[config.mk]
export PLATFORM = sky130hd
export DESIGN_NAME = regfile_writeback_queue
export DESIGN_NICKNAME = d
export VERILOG_FILES = /design/src/rtl/regfile_writeback_queue.sv
export SDC_FILE = /design/constraint.sdc
export NUM_CORES = 1
export LEC_CHECK = 0
export BUFFER_PORTS_ARGS = -buffer_cell sky130_fd_sc_hd__buf_2
export CORE_ASPECT_RATIO = 1.5
export CORE_UTILIZATION = 45
export CTS_CLUSTER_DIAMETER = 80
export DETAILED_ROUTE_END_ITERATION = 8
export SYNTH_ARGS = -nofsm -noshare
export SYNTH_HDL_FRONTEND = slang
export SYNTH_SLANG_ARGS = --single-unit
[constraint.sdc]
create_clock -name clk -period 4.7 [get_ports clk]
set_clock_uncertainty 0.2 [all_clocks]
set_input_delay 0.47 -clock clk [delete_from_list [all_inputs] [get_ports clk]]
set_output_delay 0.47 -clock clk [all_outputs]
set_load 0.02 [all_outputs]
[src/rtl/regfile_writeback_queue.sv]
// Writeback queue for the dual-port register file: merges mem and ALU results,
// drains one write per cycle in age order, and forwards in-flight values to decode.
module regfile_writeback_queue #(
    parameter int DEPTH = 4
) (
    input  logic        clk,
    input  logic        rst_n,
    input  logic        mem_valid,
    input  logic [4:0]  mem_rd,
    input  logic [31:0] mem_data,
    output logic        mem_ready,
    input  logic        alu_valid,
    input  logic [4:0]  alu_rd,
    input  logic [31:0] alu_data,
    output logic        alu_ready,
    output logic        rf_write,
    output logic [4:0]  rf_dest_addr,
    output logic [31:0] rf_data,
    input  logic [4:0]  a_addr,
    output logic        a_hit,
    output logic [31:0] a_data,
    input  logic [4:0]  b_addr,
    output logic        b_hit,
    output logic [31:0] b_data,
    output logic        idle
);

    localparam int PTR_W = $clog2(DEPTH);
    localparam int CNT_W = $clog2(DEPTH + 1);

    logic [4:0]       q_rd   [DEPTH];
    logic [31:0]      q_data [DEPTH];
    logic [PTR_W-1:0] head;
    logic [PTR_W-1:0] tail;
    logic [PTR_W-1:0] tail_alu;
    logic [CNT_W-1:0] count;
    logic             mem_push;
    logic             alu_push;
    logic             pop;

    // Pointers wrap explicitly so DEPTH need not be a power of two.
    function automatic logic [PTR_W-1:0] ptr_inc(input logic [PTR_W-1:0] p);
        return (p == PTR_W'(DEPTH - 1)) ? '0 : p + PTR_W'(1);
    endfunction

    // Youngest pending value for addr: rf_* register first, then queue head to tail.
    function automatic logic [32:0] lookup(input logic [4:0] addr);
        logic [32:0] r;
        int          idx;
        r = '0;
        if (addr != 5'd0) begin
            if (rf_write && (rf_dest_addr == addr))
                r = {1'b1, rf_data};
            for (int i = 0; i < DEPTH; i++) begin
                idx = int'(head) + i;
                if (idx >= DEPTH)
                    idx = idx - DEPTH;
                if ((i < int'(count)) && (q_rd[idx[PTR_W-1:0]] == addr))
                    r = {1'b1, q_data[idx[PTR_W-1:0]]};
            end
        end
        return r;
    endfunction

    // Thresholds leave room for both sources to transfer in the same cycle.
    assign mem_ready = rst_n && (count <= CNT_W'(DEPTH - 1));
    assign alu_ready = rst_n && (count <= CNT_W'(DEPTH - 2));

    // x0 results complete the handshake but are dropped.
    assign mem_push = mem_valid && mem_ready && (mem_rd != 5'd0);
    assign alu_push = alu_valid && alu_ready && (alu_rd != 5'd0);
    assign pop      = (count != '0);
    assign tail_alu = mem_push ? ptr_inc(tail) : tail;
    assign idle     = (count == '0) && !rf_write;

    always_ff @(posedge clk) begin
        if (mem_push) begin
            q_rd[tail]   <= mem_rd;
            q_data[tail] <= mem_data;
        end
        if (alu_push) begin
            q_rd[tail_alu]   <= alu_rd;
            q_data[tail_alu] <= alu_data;
        end
    end

    always_ff @(posedge clk) begin
        if (!rst_n) begin
            count        <= '0;
            head         <= '0;
            tail         <= '0;
            rf_write     <= 1'b0;
            rf_dest_addr <= 5'd0;
            rf_data      <= 32'd0;
        end else begin
            count <= count + CNT_W'(mem_push) + CNT_W'(alu_push) - CNT_W'(pop);
            tail  <= alu_push ? ptr_inc(tail_alu) : tail_alu;
            if (pop) begin
                head         <= ptr_inc(head);
                rf_write     <= 1'b1;
                rf_dest_addr <= q_rd[head];
                rf_data      <= q_data[head];
            end else begin
                rf_write <= 1'b0;
            end
        end
    end

    always_comb begin
        {a_hit, a_data} = lookup(a_addr);
        {b_hit, b_data} = lookup(b_addr);
    end

endmodule
==> impl_metrics.ini, run 1 <==
[outcome]
status = complete, no violations

[min_path]
hold_class = input pin to flop

[floorplanning]
die_area_um2 = 35600
core_area_um2 = 34300
rows = 83
num_io_pins = 195
start_util = 0.457
die_width_um = 154
die_y_um = 230

[detailed_routing]
drt-total-wl_mm = 49.7
wl_per_cell_um = 26.0
ant_nets = 0
first_iter_violations = 838
dr.pass1.iters = 5
via_per_inst = 6.56
num_vias = 12500
drcViolationCount = 0

[worst_setup_path]
cp_num_buf_inv = 2
cp.arrival_ns = 3.71
crit_path_cell_trace = mux4_2 -> xnor2_1 -> nand4_1 -> nor3_4 -> buf_4 -> a221oi_1 -> o31ai_1 -> buf_2
crit_family = buffers and inverters
cp.required_ns = 4.03
critPathMaxStageDelay_ns = 0.61
slowest_stage = mux4_2
cp_max_fo = 33
critPathCaptureType = output pin
critPathLaunchType = flop
worstSetupPathType = flop to output pin

[cells_and_area]
design_area_um2 = 17800
syn_to_final_growth_pct = 13.6
fill_cells = 3044
final_layout_size_suffix_gt1_frac = 0.474
nets = 1575
layoutNonFillerInstCount = 1913

[sta]
finalSetupTns_ns = 0
rsz0062_at_grt = no
tightest_slew_ns = 0.852
final-max-slew-violation-count = 0
setup_slack_ns = 0.315
relSlewSlack = 0.432
setup_viol = 0
fin_crit_ns = 4.38
max_freq_mhz = 228
finalHoldViolCount = 0
layout_worst_path_cycle_share = 0.933

[place]
pre_cts_ws_ns = 0.547
dpl_cell_area_um2 = 17100
placed_cells = 1877
portBuffers = 194
globalplace.congestion = 0.912
dpl.hpwl_mm = 33.3

[logic_synthesis]
netlist.top_cell.by_area = edfxtp_1
postSynthAreaPerCell_um2 = 11.7
yosys-top-cells-count = 183 x nand2_1, 151 x mux2_2, 148 x edfxtp_1
ys_warn_count = 0
yosysSeqAreaShare = 0.341
async_reset_ff_frac = 0
ys_types = 53
netlist_top_cells_area = edfxtp_1 28%, mux4_2 21%, mux2_2 11%
synth_most_common_cell = nand2_1
netlist.area_leader.share = 0.284
ys_ff_latch = 193
synth_flop_cell = edfxtp_1
netlist_area_um2 = 15700
synth_fp_nets = 1436
synth-edff-count = 148
syn_inst = 1334

[pwr]
power_density_nw_per_um2 = 617
peakVddDrop_uv = 341
finalPower_uw = 11000
leakagePower_uw = 0.00643

[clock_tree]
cts_sinks = 193
cts_tree = yes
root_buffer = clkbuf_16
clkSlewWorstSetupHoldPaths_ns = 0.08
cts_buffer_depth = 2
insertion_delay_ns = 0.47
cts-buffers-inserted = 17
hold_buffers = 0
htree_num_levels = 4

[global_routing]
grt_pass1_wl_mm = 75.0
antenna_found_initial = 3
grt_start_max_net_pins = 58
grt_pass1_vias = 12600
grt_overflow = 0
gr-usage-all-layers = 0.282

[run]
maxCapViolations = 0
worst paths after layout:
kind	slack, ns	from	end	cells past startpoint
worst max-delay path	0.32	head[0]$_SDFFE_PN0P_	b_data[0]	8
worst min-delay path	0.14	mem_data[6]	q_data[2][6]$_DFFE_PP_	2
worst max register to register	1.37	count[2]$_SDFF_PN0_	q_data[1][21]$_DFFE_PP_	9
worst min register to register	0.31	rf_data[31]$_SDFFE_PN0P_	rf_data[31]$_SDFFE_PN0P_	2
registers in the layout, indices dropped and copies added, names as in the netlist:
| register | cells |
|---|---|
| q_data | 128 |
| rf_data | 32 |
| q_rd | 20 |
| rf_dest_addr | 5 |
| count | 3 |
| head | 2 |
| tail | 2 |
| rf_write | 1 |
per-stage QoR:
stage / hold slack (ns) / util
floorplan: 0.362 / -
global placement: 0.288 / 0.500
detailed placement: 0.301 / 0.500
CTS: 0.123 / 0.517
global route: 0.132 / 0.519
finish: 0.139 / 0.519
layout by cell type (no fill, tap or decap), drive strengths merged, types with 38 or more instances in the layout:
cell and n:
buf 254, nand2 184, mux2 151, edfxtp 148
mux4 146, nor2 78, a22oi 64, a21oi 60
dfxtp 45, a21boi 38, xnor2 38
metal layers:
layer  GRT usage  up-vias  share of wire
met3      0.0452      114          0.057
met5           0        -        0.00016
li1            -     5512              -
met1       0.325     6375           0.38
met2       0.505      546           0.53
met4       0.140        2          0.037
cell families (layout without fill, tap and decap cells):
family / Yosys count / after routing / share of synthesized area
mux: 314 / 314 / 0.329
compound gates: 311 / 311 / 0.162
simple gates: 304 / 304 / 0.0823
flops: 193 / 193 / 0.341
buf+inv: 149 / 301 / 0.0451
xor+xnor: 49 / 49 / 0.0274
fa+ha+maj: 14 / 14 / 0.0121
other cells: 0 / 2 / 0
worst reg2reg max path: cells and delay by family, from the launching register on:
family,cells,cell delay (ns)
AOI/OAI and AO/OA,1,0.50
buffers and inverters,4,0.92
DFF,1,0.54
adders and majority gates,1,0.24
muxes,1,0.39
and+or+nand+nor,2,0.28
repair_timing:
| item | CTS | global route |
|---|---|---|
| setup buffers | 0 | 2 |
| endpoints found under the setup margin | 0 | 61 |
| gates resized for setup | 0 | 2 |
where the power goes:
group / switching (µW) / total, µW / internal (µW)
Sequential: 447 / 2690 / 2250
Clock: 734 / 1480 / 748
Combinational: 3900 / 6810 / 2910
area by class of cell:
class | count | area [µm²] | share of cell area
Timing Repair Buffer | 255 | 1560 | 0.0876
Clock buffer | 17 | 425 | 0.0239
Multi-Input combinational cell | 992 | 9710 | 0.546
Inverter | 14 | 52.6 | 0.00295
Sequential cell | 193 | 5350 | 0.301
Tap cell | 425 | 532 | 0.0299
Antenna cell | 2 | 5.00 | 0.000281
Clock inverter | 15 | 154 | 0.00865
No activity file was read; power rests on OpenSTA's default activity.
==> inputs of run 2 (changes only) <==
- CORE_UTILIZATION: 45 -> 60
- PLACE_DENSITY_LB_ADDON: default -> 0.2
==> run 2 against run 1 <==
  * Clock power about the same
  * Combinational power shrank 1%
  * Largest cell class unchanged
  * Maximum frequency down 2.0%
  * Final cell count fell by 5.0%
  * Global-route usage is 7.8 points higher
  * Critical path depth grew 2
  * First-iteration DRC count grew 53%
==> impl_metrics.ini, run 2 (same netlist as run 1, synthesis figures left out) <==
[worst_setup_path]
cp.required_ns = 4.03
cp.arrival_ns = 3.81
r2r_slack_ns = 1.10
worstSetupPathType = flop to output pin
rr_endpoint = q_data[3][20]$_DFFE_PP_
reg2regPathDepth = 9
timing.critical_path.to = b_data[0]
critPathCaptureType = output pin
critPathLaunchType = flop
crit_start = head[1]$_SDFFE_PN0P_
r2r_start = count[2]$_SDFF_PN0_
cp_max_fo = 29

[sta]
relSlewSlack = 0.354
finalSetupTns_ns = 0
setup_slack_ns = 0.224
rsz0062_at_grt = no
finalHoldViolCount = 0
setup_viol = 0
fin_crit_ns = 4.48
final-max-slew-violation-count = 0
layout_worst_path_cycle_share = 0.952
tightest_slew_ns = 0.969
max_freq_mhz = 223

[cells_and_area]
final_layout_size_suffix_gt1_frac = 0.473
layout_common_cells = 194 x buf_2, 175 x nand2_1, 151 x mux2_2
reg_top3 = q_data (128), rf_data (32), q_rd (20)
regMostFlops = q_data
design_area_um2 = 17600
fill_cells = 1900
largest_reg_flops = 128
nets = 1569
layout_commonest_cell = buf_2
layoutNonFillerInstCount = 1817
final_util = 0.685
syn_to_final_growth_pct = 12.4

[pwr]
leakagePower_uw = 0.00642
power_density_nw_per_um2 = 619
clkPwrFrac = 0.135
p_int_uw = 5910
power.switching_uw = 4980
p_comb_frac = 0.617
p_sw_frac = 0.457
p_seq_frac = 0.248
peakVddDrop_uv = 460

[floorplanning]
die_width_um = 134
core_area_um2 = 25700
rows = 72
start_util = 0.610
num_io_pins = 195
die_area_um2 = 26800
die_y_um = 200

[detailed_routing]
drcViolationCount = 0
ant_nets = 0
dr.pass1.iters = 5
wl_per_cell_um = 26.1
drt-total-wl_mm = 47.3
via_per_inst = 7.07
num_vias = 12800
first_iter_violations = 1282

[global_routing]
grt_pass1_vias = 12900
use_met2 = 0.632
antenna_found_initial = 4
grt_start_max_net_pins = 61
grt_overflow = 0
gr-usage-all-layers = 0.360
gr-usage-met1 = 0.399
busiest_layer = met2
global_route.usage.met3 = 0.0636
grt_pass1_wl_mm = 71.0

[clock_tree]
hold_buffers = 0
cts_sinks = 193
htree_num_levels = 4
root_buffer = clkbuf_16
cts-buffers-inserted = 17
clkSlewWorstSetupHoldPaths_ns = 0.07
cts_buffer_depth = 2
insertion_delay_ns = 0.47
cts_tree = yes

[place]
dpl_cell_area_um2 = 17000
placed_cells = 1778
portBuffers = 194
dpl.hpwl_mm = 31.2
globalplace.congestion = 0.924
pre_cts_ws_ns = 0.610

[min_path]
hold_class = input pin to flop

[run]
maxCapViolations = 0

[outcome]
status = complete, no violations
[run 2: cell type report]
| cell class | instances | area, µm² | share of cell area |
|---|---|---|---|
| clock inverter | 7 | 40.0 | 0.00228 |
| multi-input combinational | 992 | 9720 | 0.552 |
| timing repair buffer | 249 | 1450 | 0.0826 |
| sequential | 193 | 5350 | 0.304 |
| inverter | 14 | 52.6 | 0.00299 |
| clock buffer | 25 | 549 | 0.0312 |
| tap | 333 | 417 | 0.0237 |
| antenna | 4 | 10.0 | 0.000569 |
[run 2: repair_timing]
action | in CTS | in global routing
setup buffers | 0 | 3
endpoints found under the setup margin | 0 | 5
gates resized for setup | 0 | 1
[run 2: how the worst min path moves through the flow]
stage | cells after the start | end | start | slack [ns]
global route | 2 | q_data[2][29]$_DFFE_PP_ | mem_data[29] | 0.15
finish | 2 | q_data[2][29]$_DFFE_PP_ | mem_data[29] | 0.14
CTS | 2 | q_data[2][29]$_DFFE_PP_ | mem_data[29] | 0.13
global placement | 2 | rf_data[31]$_SDFFE_PN0P_ | rf_data[31]$_SDFFE_PN0P_ | 0.29
detailed placement | 2 | rf_data[13]$_SDFFE_PN0P_ | rf_data[13]$_SDFFE_PN0P_ | 0.30
floorplan | 2 | rf_data[31]$_SDFFE_PN0P_ | rf_data[31]$_SDFFE_PN0P_ | 0.36
[run 2: power groups by stage]
stage	Sequential (µW)	Combinational, µW	Clock, µW
after floorplan	2710	4940	0
after global placement	2720	6480	0
after detailed placement	2750	6580	0
after CTS	2710	6620	1470
after global routing	2750	7130	1530
final	2700	6710	1470
[run 2: stage by stage]
stage / hold WS, ns / power, µW
floorplan: 0.362 / 7650
CTS: 0.131 / 10800
global route: 0.146 / 11400
global placement: 0.292 / 9200
detailed placement: 0.304 / 9330
finish: 0.143 / 10900
[run 2: metal layers]
metal | up-vias | part of all wire
met5 | - | 0
met2 | 828 | 0.52
met1 | 6337 | 0.34
li1 | 5511 | -
met4 | 0 | 0.054
met3 | 172 | 0.087
[run 2: critical path: stages, from the launching register on]
cell,delay (ns)
dfxtp_4,0.62
ha_4,0.33
mux4_2,0.38
xnor2_1,0.15
nand4_1,0.18
nor2_1,0.13
nor4_4,0.64
buf_4,0.39
a22oi_1,0.14
o31ai_1,0.11
buf_2,0.23
==> inputs of run 3 (changes only) <==
- CORE_UTILIZATION: 60 -> 44
- REMOVE_ABC_BUFFERS: default -> 1
- clock period: 4.7 -> 5.27 ns (I/O delays scaled with it)
==> run 3 against run 2 <==
  * Register-to-register slack gained 0.20 ns
  * Final cell count grew 7.3%
  * Sequential cell count is the same
  * Global-route usage shrank 7.3 points
  * Critical path type unchanged
  * Highest routed layer unchanged
==> impl_metrics.ini, run 3 (same netlist as run 1, synthesis figures left out) <==
[outcome]
status = complete, no violations

[sta]
max_freq_mhz = 199
tightest_slew_ns = 1.19
relSlewSlack = 0.206
setup_viol = 0
layout_worst_path_cycle_share = 0.956
finalSetupTns_ns = 0
rsz0062_at_grt = no
final-max-slew-violation-count = 0
fin_crit_ns = 5.04
finalHoldViolCount = 0
setup_slack_ns = 0.234

[clock_tree]
cts-buffers-inserted = 17
hold_buffers = 0
cts_sinks = 193
insertion_delay_ns = 0.47
clkSlewWorstSetupHoldPaths_ns = 0.08
cts_resized = 0
cts_tree = yes
cts_buffer_depth = 2
htree_num_levels = 4
post_cts_buffers = 0
root_buffer = clkbuf_16

[cells_and_area]
final_layout_size_suffix_gt1_frac = 0.470
layout_commonest_cell = buf_2
layout_common_cells = 194 x buf_2, 175 x nand2_1, 151 x mux2_2
largest_reg_flops = 128
multi_input_area_um2 = 9720
nets = 1562
seq_area_um2 = 5350
reg_top3 = q_data (128), rf_data (32), q_rd (20)
syn_to_final_growth_pct = 13.0
regMostFlops = q_data
fill_cells = 3185

[detailed_routing]
via_per_inst = 6.50
drcViolationCount = 0
ant_nets = 0
dr.pass1.iters = 5
num_vias = 12700
drt-total-wl_mm = 51.1
wl_per_cell_um = 26.2
first_iter_violations = 1167

[pwr]
peakVddDrop_uv = 296
power_density_nw_per_um2 = 555
leakagePower_uw = 0.00636

[global_routing]
grt_pass1_vias = 12700
grt_overflow = 0
gr-usage-all-layers = 0.286
antenna_found_initial = 4
grt_pass1_wl_mm = 76.4
grt_start_max_net_pins = 61

[worst_setup_path]
critPathCaptureType = output pin
reg2regPathDepth = 9
worstSetupPathType = flop to output pin
cp.required_ns = 4.54
cp_max_fo = 29
critPathLaunchType = flop
cp.arrival_ns = 4.31

[run]
maxCapViolations = 0

[place]
portBuffers = 194
pre_cts_ws_ns = 0.726
globalplace.congestion = 0.858
dpl.hpwl_mm = 32.9

[floorplanning]
num_io_pins = 195
die_width_um = 156
die_area_um2 = 36400
start_util = 0.446
core_area_um2 = 35100
die_y_um = 233
rows = 84

[min_path]
hold_class = input pin to flop
min_path_cells = 2
==> run 3: cell count changes in the layout (fill, tap and decap cells not counted), moves of 2 or more <==
cell | previous run | this run
clkbuf_8 | 3 | 0
buf_4 | 48 | 46
clkinvlp_4 | 0 | 2
clkinv_1 | 0 | 2
clkinv_2 | 5 | 0
inv_6 | 1 | 4
clkbuf_16 | 20 | 17
bufinv_16 | 0 | 3
buf_6 | 2 | 0
clkinv_4 | 0 | 2
buf_12 | 5 | 2
==> run 3: metrics by stage <==
stage	power [µW]	utilization	hold slack (ns)	std cells	area, µm²
6_report	9820	0.504	0.198	1950	17700
5_1_grt	10300	0.504	0.194	1949	17700
4_1_cts	9800	0.504	0.180	1946	17700
3_5_place_dp	8400	0.486	0.307	1914	17100
3_3_place_gp	8320	0.486	0.292	1914	17100
2_1_floorplan	6980	-	0.361	1199	15000
==> run 3: routing by layer <==
metal | global-route usage | share of wire | vias up
met2 | 0.503 | 0.52 | 641
li1 | - | - | 5491
met4 | 0.153 | 0.046 | 0
met3 | 0.0462 | 0.069 | 158
met1 | 0.333 | 0.36 | 6387
met5 | 0 | 0 | -
==> run 3: where the power goes <==
part,internal [µW],switching [µW]
Clock,754,644
Sequential,2000,411
Combinational,2520,3490
Total,5270,4540
==> run 3: path summary, 6_finish.rpt <==
kind / start / end / slack, ns
setup reg to reg: count[2]$_SDFF_PN0_ / q_data[3][9]$_DFFE_PP_ / 1.30
setup / recovery: head[1]$_SDFFE_PN0P_ / b_data[1] / 0.23
hold / removal: alu_data[2] / q_data[1][2]$_DFFE_PP_ / 0.20
hold reg to reg: rf_data[24]$_SDFFE_PN0P_ / rf_data[24]$_SDFFE_PN0P_ / 0.31
==> run 3: critical path, cell delays in order (launching register included) <==
cell and delay, ns:
dfxtp_4 0.61, ha_4 0.46, buf_4 0.44, mux4_2 0.59, xnor2_1 0.18, nand4_2 0.14, nor3b_4 0.22, buf_4 0.39
a221oi_1 0.09, o31ai_1 0.43, buf_2 0.25
==> run 3: cell type report <==
| cell class | instances | area share |
|---|---|---|
| multi-input combinational | 992 | 0.549 |
| inverter | 14 | 0.00297 |
| timing repair buffer | 242 | 0.0767 |
| tap | 473 | 0.0335 |
| antenna | 4 | 0.000566 |
| clock inverter | 14 | 0.00997 |
| clock buffer | 18 | 0.0243 |
| sequential | 193 | 0.303 |
